## src/rtl/game_timer_pkg.sv

```systemverilog
// Shared types and digit limits for the game stopwatch.
// Imported by bcd_digit_counter and game_timer_bcd.
package game_timer_pkg;

  typedef enum logic [1:0] {
    ST_IDLE      = 2'd0,
    ST_RUNNING   = 2'd1,
    ST_STOPPED   = 2'd2,
    ST_SATURATED = 2'd3
  } state_e;

  typedef logic [3:0] bcd_digit_t;

  localparam bcd_digit_t BCD_MAX        = 4'd9;
  localparam bcd_digit_t SEC_DOZENS_MAX = 4'd7;

endpackage

```

## src/rtl/bcd_digit_counter.sv

```systemverilog
// One BCD digit: counts 0..MAX on inc and wraps to 0.
// carry is combinational so a whole cascade advances in a single clock.
module bcd_digit_counter
  import game_timer_pkg::*;
#(
  parameter bcd_digit_t MAX = BCD_MAX
) (
  input  logic       clk,
  input  logic       rst,
  input  logic       clr,
  input  logic       inc,
  output bcd_digit_t digit,
  output logic       carry
);

  bcd_digit_t digit_q, digit_d;

  // NOTE: every combinational output gets a default first, so no path leaves it unassigned and no latch is inferred.
  always_comb begin
    digit_d = digit_q;
    if (inc) begin
      digit_d = (digit_q == MAX) ? '0 : digit_q + 4'd1;
    end
  end

  // NOTE: state registers use non-blocking assignments so all flops update together at the edge.
  always_ff @(posedge clk) begin
    if (rst || clr) begin
      digit_q <= '0;
    end else begin
      digit_q <= digit_d;
    end
  end

  assign digit = digit_q;
  assign carry = inc && (digit_q == MAX);

endmodule

```

## src/rtl/game_timer_bcd.sv

```systemverilog
// Game stopwatch in packed BCD (ss.hh), saturating at 79.99 s.
// Optional GAME_TIMER_LIMIT_EN: saturate and pulse time_up on reaching LIMIT_SEC.00.
module game_timer_bcd
  import game_timer_pkg::*;
#(
  parameter int CLK_HZ    = 40_000_000,
  parameter int TICK_HZ   = 100,
  parameter int LIMIT_SEC = 60
) (
  input  logic       clk,
  input  logic       rst,
  input  logic       start,
  input  logic       stop,
  input  logic       clear,
  output logic [6:0] seconds_dozens_unity,
  output logic [7:0] hundredths_of_second,
  output logic       running,
  output logic       overflow,
  output logic       time_up
);

  localparam int            DIV        = CLK_HZ / TICK_HZ;
  localparam int            PW         = (DIV > 1) ? $clog2(DIV) : 1;
  localparam logic [PW-1:0] PRESC_LAST = PW'(DIV - 1);

  state_e        state_q, state_d;
  logic [PW-1:0] presc_q, presc_d;

  bcd_digit_t h_unity, h_dozens, s_unity, s_dozens;
  logic       c_hu, c_hd, c_su, c_sd;
  logic       tick, at_max, advance, limit_hit;

  assign tick   = (state_q == ST_RUNNING) && (presc_q == PRESC_LAST);
  assign at_max = (s_dozens == SEC_DOZENS_MAX) && (s_unity == BCD_MAX) &&
                  (h_dozens == BCD_MAX) && (h_unity == BCD_MAX);
  // A stop or clear in the tick cycle wins, and 79.99 never rolls over.
  assign advance = tick && !stop && !clear && !at_max;

`ifdef GAME_TIMER_LIMIT_EN
  localparam bcd_digit_t LIM_SD = bcd_digit_t'((LIMIT_SEC - 1) / 10);
  localparam bcd_digit_t LIM_SU = bcd_digit_t'((LIMIT_SEC - 1) % 10);

  logic time_up_q;

  // The increment out of (LIMIT-1).99 lands exactly on LIMIT.00.
  assign limit_hit = advance && (s_dozens == LIM_SD) && (s_unity == LIM_SU) &&
                     (h_dozens == BCD_MAX) && (h_unity == BCD_MAX);

  always_ff @(posedge clk) begin
    if (rst) begin
      time_up_q <= 1'b0;
    end else begin
      time_up_q <= limit_hit;
    end
  end

  assign time_up = time_up_q;
`else
  logic [31:0] unused_limit;

  assign limit_hit    = 1'b0;
  assign time_up      = 1'b0;
  assign unused_limit = LIMIT_SEC;
`endif

  bcd_digit_counter #(.MAX(BCD_MAX)) u_h_unity (
    .clk(clk), .rst(rst), .clr(clear), .inc(advance), .digit(h_unity), .carry(c_hu)
  );
  bcd_digit_counter #(.MAX(BCD_MAX)) u_h_dozens (
    .clk(clk), .rst(rst), .clr(clear), .inc(c_hu), .digit(h_dozens), .carry(c_hd)
  );
  bcd_digit_counter #(.MAX(BCD_MAX)) u_s_unity (
    .clk(clk), .rst(rst), .clr(clear), .inc(c_hd), .digit(s_unity), .carry(c_su)
  );
  bcd_digit_counter #(.MAX(SEC_DOZENS_MAX)) u_s_dozens (
    .clk(clk), .rst(rst), .clr(clear), .inc(c_su), .digit(s_dozens), .carry(c_sd)
  );

  always_comb begin
    state_d = state_q;
    presc_d = presc_q;
    if (clear) begin
      state_d = ST_IDLE;
      presc_d = '0;
    end else begin
      case (state_q)
        ST_IDLE, ST_STOPPED: begin
          if (start && !stop) begin
            state_d = ST_RUNNING;
            presc_d = '0;
          end
        end
        ST_RUNNING: begin
          presc_d = (presc_q == PRESC_LAST) ? '0 : presc_q + PW'(1);
          if (stop) begin
            state_d = ST_STOPPED;
          end else if (tick && (at_max || limit_hit)) begin
            state_d = ST_SATURATED;
          end
        end
        default: ;
      endcase
    end
  end

  always_ff @(posedge clk) begin
    if (rst) begin
      state_q <= ST_IDLE;
      presc_q <= '0;
    end else begin
      state_q <= state_d;
      presc_q <= presc_d;
    end
  end

  // s_dozens never exceeds 7, so its top bit and the final carry carry no information.
  logic unused_bits;
  assign unused_bits = ^{c_sd, s_dozens[3]};

  assign seconds_dozens_unity = {s_dozens[2:0], s_unity};
  assign hundredths_of_second = {h_dozens, h_unity};
  assign running              = (state_q == ST_RUNNING);
  assign overflow             = (state_q == ST_SATURATED);

endmodule

```

## config.mk

```make
export PLATFORM = sky130hd
export DESIGN_NAME = game_timer_bcd
export DESIGN_NICKNAME = d
export VERILOG_FILES = /design/src/rtl/game_timer_pkg.sv /design/src/rtl/bcd_digit_counter.sv /design/src/rtl/game_timer_bcd.sv
export SDC_FILE = /design/constraint.sdc
export NUM_CORES = 1
export LEC_CHECK = 0
export CAP_MARGIN = 5
export CORE_MARGIN = 2
export CORE_UTILIZATION = 47
export DETAILED_ROUTE_END_ITERATION = 7
export HOLD_SLACK_MARGIN = 0.12
export PLACE_DENSITY = 0.79
export SLEW_MARGIN = 20
export SYNTH_ARGS = -nofsm -noshare
export SYNTH_HDL_FRONTEND = slang
export SYNTH_SLANG_ARGS = --single-unit
```

## constraint.sdc

```tcl
create_clock -name clk -period 2.9 [get_ports clk]
set_input_delay 0.435 -clock clk [delete_from_list [all_inputs] [get_ports clk]]
set_output_delay 0.435 -clock clk [all_outputs]
set_load 0.02 [all_outputs]
```

After elaboration in Yosys (flattened, before gate mapping)
Cells that the tools add are included.

storage, ports and cells
  bits in registers = 37
  bits of input ports = 5

operators by class
  eq/ne operators = 10
  mux-type cells = 11
  add/subtract/negate cells = 5
  reduce and logical (&&, ||, !) cells = 22

operator list
  operator               number
  $mux 19                2
  $pmux 19 s2            1
  $add 19x1->19 const B  1
  $eq 19x19->1 const B   1
  $add 4x1->4 const B    4
  $mux 4                 4
  $eq 4x4->1 const B     3
  $logic_and 1x1->1      12
  $mux 2                 3
  $eq 2x2->1 const B     2
  $eq 4x3->1 const B     1
  $pmux 2 s2             1
  $reduce_or 2->1        2
  $logic_not 1->1        3
  $ne 3x2->1 const B     1
  $reduce_and 3->1       1
  $eq 2x1->1 const B     1
  $logic_not 2->1        1
  $ne 2x2->1 const B     1
  $reduce_and 2->1       1
  $reduce_bool 2->1      1
  $logic_or 1x1->1       1

Longest topological paths before layout
Gate-level depths: netlist (run 1).

  depth in word-level cells = 9
  mapped depth = 8
  gate-level depth less buffers = 6

By module
From an unflattened synthesis (run 1), not the netlist that was laid out.

unflattened totals
  cell total of the unflattened synthesis = 233
  area total of the unflattened synthesis = 2,023.2 µm²

modules (own cells, without submodules)
  module                               cells each  sequential area each (µm²)  area an instance (µm²)  times used
  game_timer_bcd                       156         420.4                       1,272.5                 1
  bcd_digit_counter at u_h_dozens ...  20          80.1                        192.7                   3
  bcd_digit_counter at u_s_dozens      17          80.1                        172.7                   1

Worst setup path before layout (run 1)
Ideal clock, no wire load.

  path kind = register -> register
  start = reg u_h_unity.digit_q[3] (netlist: u_h_unity.digit[3])
  end = reg u_s_unity.digit_q[0] (netlist: u_s_unity.digit[0])
  slack = 0.909 ns
  path buffers = 1
  clock period less this slack = 1.991 ns
  arrival = 1.874 ns
  stages on the path, launching flop included = 7
  cell sequence = dfxtp_1 or3b_2 nor4b_4 and2_2 buf_6 a31oi_1 a41o_1

between the ends
  word-level cells in the longest chain between the ends = 6

RTL lines
  item                               RTL line                                       RTL
  from (decl)                        bcd_digit_counter.sv:16                        bcd_digit_t digit_q, digit_d;
  from (signal assigned)             bcd_digit_counter.sv:31                        digit_q <= digit_d;
  $eq 4x4->1 *                       bcd_digit_counter.sv:36, game_timer_bcd.sv:35
  $logic_and 1x1->1                  game_timer_bcd.sv:35                           (h_dozens == BCD_MAX) && (h_unity == BCD_MAX);
  $logic_not 1->1                    game_timer_bcd.sv:37                           assign advance = tick && !stop && !clear && !at_max;
  $logic_and 1x1->1                  game_timer_bcd.sv:37
  $logic_and 1x1->1 * (2 in series)  bcd_digit_counter.sv:36                        assign carry = inc && (digit_q == MAX);
  to (signal assigned)               bcd_digit_counter.sv:31
  to (decl)                          bcd_digit_counter.sv:16

Mark *: on every way between the ends. The rest lies on a longest branch, timed or not.
A chain may end at the register's enable or synchronous reset.

Worst setup path in the final report (run 1)
  start = reg presc_q[0]
  end = reg presc_q[8]

between the ends
  word-level cells in the longest chain between the ends = 3
  elaborated cells between the ends (all ways) = 4
  classes of those cells = 1 x add/sub; 1 x eq/ne; 2 x mux

RTL lines
  item                                                  RTL line               RTL
  from (decl)                                           game_timer_bcd.sv:27   logic [PW-1:0] presc_q, presc_d;
  from (signal assigned)                                game_timer_bcd.sv:112  presc_q <= presc_d;
  $add 19x1->19 / $eq 19x19->1 (equally long branches)  game_timer_bcd.sv:94   presc_d = (presc_q == PRESC_LAST) ? '0 : presc_q + PW'(1);
  $mux 19 *                                             game_timer_bcd.sv:94
  $pmux 19 s2 *                                         game_timer_bcd.sv:86   case (state_q)

Marked as above.

==> results.py, run 1 <==
metrics = {
    "sta": {
        "min_period_over_period": 0.8387,
        "slew_headroom": 0.4390,
        "hold_viol": 0,
        "final_max_slew_viol_count": 0,
        "whs_ps": 485.1,
        "max_freq_ghz": 0.4112,
        "period_minus_slack_ps": 2432,
        "fin_skew_ps": 8.003,
        "finalSetupTns_ps": 0,
        "worstMarginPinSlew_ps": 833.8,
        "setup_viol": 0,
        "rsz0062_at_grt": "false",
    },
    "yosys": {
        "synth_seq_cells": 37,
        "syn-cell-area_sq_um": 2023,
        "synth-edff-count": 0,
        "synthTopCellsByCount": "37 x dfxtp_1, 22 x a21oi_1, 21 x nand2_1",
        "synth.largest_area_cell": "dfxtp_1",
        "synth_top_cells_by_area": "dfxtp_1 37%, a21oi_1 5.4%, nand3_1 4.2%",
        "ys_warn_count": 0,
        "synthFlopType": "dfxtp_1",
        "syn_area_per_cell_sq_um": 8.093,
        "synth.top_cell.area_share": 0.3661,
        "yosysSeqAreaShare": 0.3661,
        "synthCells": 250,
        "syn-num-nets": 257,
        "synth.most_common_cell": "dfxtp_1",
        "synth_cell_types": 52,
        "synthArstFlopShare": 0,
    },
    "clock_tree": {
        "cts_hold_buf": 0,
        "clk_pin_slew_worst_paths_ps": 70,
        "cts_made_buffers": 5,
        "clk_latency_ps": 300,
        "cts_setup_buffers": 0,
        "cts_tree": "yes",
        "htreeDepth": 2,
        "cts-root-buf": "clkbuf_8",
        "cts.repair.resized": 0,
        "clockBufferDepth": 2,
        "cts.sinks": 37,
    },
    "die": {
        "initial_core_util": 0.4986,
        "io_pins": 23,
        "die_height_um": 69.61,
        "fp.dieW_um": 69.61,
        "dieArea_sq_um": 4846,
        "num_rows": 23,
        "core_sq_um": 4058,
    },
    "setup_path": {
        "cp-start-kind": "register",
        "reg2reg_from": "presc_q[0]$_SDFFE_PP0P_",
        "arrival_ps": 2650,
        "worstPathMaxFanout": 10,
        "startpoint": "presc_q[0]$_SDFFE_PP0P_",
        "critPathKind": "reg -> reg",
        "end_kind": "register",
        "critPathRequiredTime_ps": 3120,
    },
    "global_route": {
        "grt_antenna_before_repair": 0,
        "grt_pass1_wl_um": 7527,
        "grt_use_total": 0.1896,
        "grt_pass1_vias": 1652,
        "overflow": 0,
        "grt_max_degree": 25,
    },
    "hold_path": {
        "hold_class": "reg -> reg",
        "hold_path_startpoint": "presc_q[5]$_SDFFE_PP0P_",
    },
    "drt": {
        "drt-initial-drc-count": 105,
        "post_drt_wl_per_cell_um": 14.09,
        "vias": 1849,
        "ant_nets": 0,
        "first_pass_iters": 4,
        "drt-vias-per-instance": 5.814,
        "routed_wl_um": 4482,
        "drc": 0,
    },
    "final_layout": {
        "multiInputGateArea_sq_um": 1175,
        "fin_cells": 318,
        "seq_area_sq_um": 740.7,
        "fin_nets": 274,
        "fillCellCount": 399,
        "drive_gt1_frac": 0.07090,
        "diodes": 0,
        "area_growth_pct": 14.84,
    },
    "power_and_ir_drop": {
        "p_clk_frac": 0.392,
        "combPwrFrac": 0.043,
        "p_leak_uw": 0.0008027,
        "finalPower_uw": 902.2,
        "ir_worst_vdd_mv": 0.3085,
        "p_seq_frac": 0.565,
        "switchingPower_uw": 213.6,
        "swShare": 0.2367,
        "powerDensity_nw_per_um2": 388.3,
        "p_int_uw": 688.7,
    },
    "placed_design": {
        "post-dp-hpwl_um": 3181,
        "port_buffers": 21,
        "place.gp.congestion": 0.8019,
        "place_inst": 310,
    },
    "job": {
        "maxCapViolCount": 0,
    },
    "outcome": {
        "status": "finished clean",
    },
}
==> routing by layer <==
metal / share of wire / up-vias / track usage
li1: - / 954 / -
met1: 0.47 / 857 / 0.2295
met2: 0.48 / 30 / 0.3141
met3: 0.035 / 8 / 0.03779
met4: 0.018 / 0 / 0.1047
met5: 0 / - / 0
==> final cells by class <==
type,count,area share
multi-input cells,191,0.5057
repair buffers,24,0.1002
clock inverters,2,0.004308
well taps,50,0.02693
inverters,8,0.01292
clock buffers,6,0.03123
flip-flops and latches,37,0.3188
==> worst paths after layout <==
path	slack, ps	cells after the start	to
hold reg to reg	490	1	presc_q[5]$_SDFFE_PP0P_
setup / recovery	470	7	presc_q[8]$_SDFFE_PP0P_
hold / removal	490	1	presc_q[5]$_SDFFE_PP0P_
setup reg to reg	470	7	presc_q[8]$_SDFFE_PP0P_
==> stage by stage <==
step | setup slack (ps) | area [sq um] | util
3_5_place_dp | 386.2 | 2241 | 0.5523
5_1_grt | 249.8 | 2323 | 0.5726
4_1_cts | 485.6 | 2323 | 0.5726
3_3_place_gp | 425.3 | 2241 | 0.5523
6_report | 467.9 | 2323 | 0.5726
2_1_floorplan | 909.4 | 2023 | -
==> critical path: stages, from the launching register on <==
cell and delay, ps:
dfxtp_1 370, ha_1 300, and2_1 200, and4_1 290, a21oi_1 660, buf_4 270, a31oi_1 80, a31oi_1 180
==> sequential cells by signal, summed over array words and instances, names as in the netlist <==
| register | cells |
|---|---|
| u_h_unity.digit | 4 |
| u_s_unity.digit | 4 |
| u_h_dozens.digit | 4 |
| u_s_dozens.digit | 4 |
| presc_q | 19 |
| state_q | 2 |
==> placed cells by master (no fill, tap or decap), drive strengths merged, types with 6 or more instances in the layout <==
master,instances
dfxtp,37
a21oi,22
nand2,22
clkdlybuf4s50,21
nor2,20
nand3,17
nand4,13
o21ai,12
a31oi,10
inv,8
nand2b,6
clkbuf,6
==> cells by family after synthesis <==
logic type | after synthesis | share of synthesized area
buf+inv | 22 | 0.05319
compound gates | 58 | 0.1744
flops | 37 | 0.3661
mux | 5 | 0.02474
fa+ha+maj | 2 | 0.01237
other cells | 1 | 0.001854
xor+xnor | 7 | 0.03030
simple gates | 118 | 0.3371
==> power groups by stage <==
| stage | logic, uW | registers, uW | clock network [uW] |
|---|---|---|---|
| final | 39.2 | 510 | 354 |
| after global routing | 42.9 | 509 | 382 |
| after CTS | 39.3 | 509 | 361 |
| after floorplan | 24.0 | 521 | 0 |
| after detailed placement | 39.3 | 521 | 0 |
| after global placement | 38.5 | 521 | 0 |
(Power assumes the default switching activity.)
==> run 2, diff against run 1 <==
==> constraint.sdc (replaced) <==
create_clock -name clk -period 2.38 [get_ports clk]
set_input_delay 0.357 -clock clk [delete_from_list [all_inputs] [get_ports clk]]
set_output_delay 0.357 -clock clk [all_outputs]
set_load 0.02 [all_outputs]
==> run 2 against run 1 <==
Effect of this change:
- register-to-register slack worse by 290 ps
- count of clock-buffer cells in the layout up 1
- global-route usage up 2.1 points
- clock power up 27%
- utilization up 2.0 points
- critical endpoint is now presc_q[14]$_SDFFE_PP0P_
- die area unchanged
- non-clock buffer count up 10
- worst setup slack worse by 290 ps
- sequential share of layout area down 1.1 points
- combinational power up 29%
- via count up 5.3%
- clock skew down 3.3 ps
==> results.py, run 2 (synthesis gave the netlist of run 1 again) <==
metrics = {
    "final_layout": {
        "diodes": 0,
        "layout_common_cells": "37 x dfxtp_1, 21 x nand2_1, 21 x a21oi_1, 21 x clkdlybuf4s50_1, 20 x nor2_1",
        "layout_commonest_cell": "dfxtp_1",
        "fin_nets": 284,
        "drive_gt1_frac": 0.1047,
        "fin_util": 0.5930,
        "top_register": "presc_q",
        "largest_reg_flops": 19,
        "area_growth_pct": 18.92,
    },
    "setup_path": {
        "r2r_slack_ps": 170,
        "critPathKind": "reg -> reg",
        "cp_common_cell": "a21oi_1",
        "reg2reg_depth": 6,
        "startpoint": "presc_q[1]$_SDFFE_PP0P_",
        "critPathRequiredTime_ps": 2610,
        "arrival_ps": 2440,
        "reg2reg_from": "presc_q[1]$_SDFFE_PP0P_",
        "crit_path_cell_trace": "ha_1, and2_1, and4_1, a21oi_1, or3b_1, a21oi_1",
        "max_stage_delay_ps": 470,
        "reg2reg_to": "presc_q[14]$_SDFFE_PP0P_",
        "end_kind": "register",
        "worstPathMaxFanout": 10,
        "slowest_stage": "a21oi_1",
        "cp-start-kind": "register",
    },
    "power_and_ir_drop": {
        "ir_worst_vdd_mv": 0.3546,
        "powerDensity_nw_per_um2": 466.1,
        "p_leak_uw": 0.0008511,
        "finalPower_uw": 1122,
    },
    "clock_tree": {
        "clk_latency_ps": 300,
        "clk_pin_slew_worst_paths_ps": 70,
        "clockBufferDepth": 2,
        "cts_made_buffers": 5,
        "cts.sinks": 37,
        "cts-root-buf": "clkbuf_8",
        "cts_setup_buffers": 0,
        "cts_tree": "yes",
        "htreeDepth": 2,
    },
    "global_route": {
        "grt_use_total": 0.2104,
        "overflow": 0,
        "grt_max_degree": 15,
        "grt_antenna_before_repair": 0,
        "grt_pass1_vias": 1855,
        "grt_pass1_wl_um": 8404,
    },
    "drt": {
        "routed_wl_um": 4715,
        "ant_nets": 0,
        "vias": 1947,
        "drc": 0,
        "drt-initial-drc-count": 76,
        "first_pass_iters": 4,
        "drt-vias-per-instance": 5.954,
        "post_drt_wl_per_cell_um": 14.42,
    },
    "sta": {
        "setup_viol": 0,
        "final_max_slew_viol_count": 0,
        "max_freq_ghz": 0.4533,
        "fin_skew_ps": 4.657,
        "period_minus_slack_ps": 2206,
        "finalSetupTns_ps": 0,
        "hold_viol": 0,
        "rsz0062_at_grt": "false",
        "min_period_over_period": 0.9269,
    },
    "placed_design": {
        "place.gp.congestion": 0.8083,
        "post-dp-hpwl_um": 3469,
        "port_buffers": 21,
    },
    "die": {
        "num_rows": 23,
        "core_sq_um": 4058,
        "dieArea_sq_um": 4846,
        "io_pins": 23,
        "die_height_um": 69.61,
        "initial_core_util": 0.4986,
        "fp.dieW_um": 69.61,
    },
    "job": {
        "maxCapViolCount": 0,
    },
    "hold_path": {
        "hold_path_startpoint": "presc_q[5]$_SDFFE_PP0P_",
        "hold_depth": 1,
        "min_to": "presc_q[5]$_SDFFE_PP0P_",
        "hold_class": "reg -> reg",
    },
    "outcome": {
        "status": "finished clean",
    },
}
run 2: cell count changes in the layout (fill, tap and decap cells not counted), sizes merged:
cell    before  now
buf          3   13
clkbuf       6    7
clkinv       2    0
run 2: per-stage QoR:
stage | area (sq um) | hold slack (ps) | cells | worst slack (ps)
floorplan | 2023 | 431.7 | 250 | 389.4
global placement | 2316 | 454.4 | 320 | 90.81
detailed placement | 2316 | 482.4 | 320 | 14.19
CTS | 2402 | 493.0 | 327 | 139.7
global route | 2406 | 534.8 | 327 | 22.28
finish | 2406 | 494.8 | 327 | 174.0
run 2: worst max-delay path: cells and delay by family, from the launching register on:
family | cells | cell delay (ps)
DFF | 1 | 350
AOI/OAI and AO/OA | 2 | 600
and+or+nand+nor | 3 | 920
adders and majority gates | 1 | 270
run 2: final cells by class:
type	instances	area, sq um
Sequential cell	37	740.7
Inverter	8	30.03
Clock buffer	7	86.33
Fill cell	390	1652
Timing Repair Buffer	34	307.8
Multi-Input combinational cell	191	1179
Tap cell	50	62.56
run 2: what timing repair did:
| action | in CTS | in global routing |
|---|---|---|
| setup endpoints to repair | 0 | 2 |
| hold buffers | 0 | 0 |
| resized for setup | 0 | 1 |
| endpoints found under the hold margin | 0 | 0 |
run 2: power breakdown:
group | switching, uW | internal [uW] | leakage [uW]
registers | 1.17 | 620 | 0.000298
clock network | 220 | 230 | 0.0000443
logic | 32.2 | 18.5 | 0.000509
total | 254 | 868 | 0.000851
run 2: layer usage:
layer / wire length [um] / GRT usage / share of wire / vias to the layer above
met1: 2137 / 0.2489 / 0.45 / 922
met5: 0 / 0 / 0 / -
li1: - / - / - / 973
met4: 78 / 0.07906 / 0.017 / 0
met3: 204 / 0.05959 / 0.043 / 9
met2: 2295 / 0.3611 / 0.49 / 43
run 2: how the worst max path moves through the flow:
stage / to / slack, ps
floorplan: u_s_unity.digit[0]$_SDFFE_PP0P_ / 390
CTS: presc_q[5]$_SDFFE_PP0P_ / 140
finish: presc_q[14]$_SDFFE_PP0P_ / 170
global placement: u_s_unity.digit[0]$_SDFFE_PP0P_ / 90
global route: presc_q[14]$_SDFFE_PP0P_ / 20
detailed placement: u_s_unity.digit[0]$_SDFFE_PP0P_ / 10
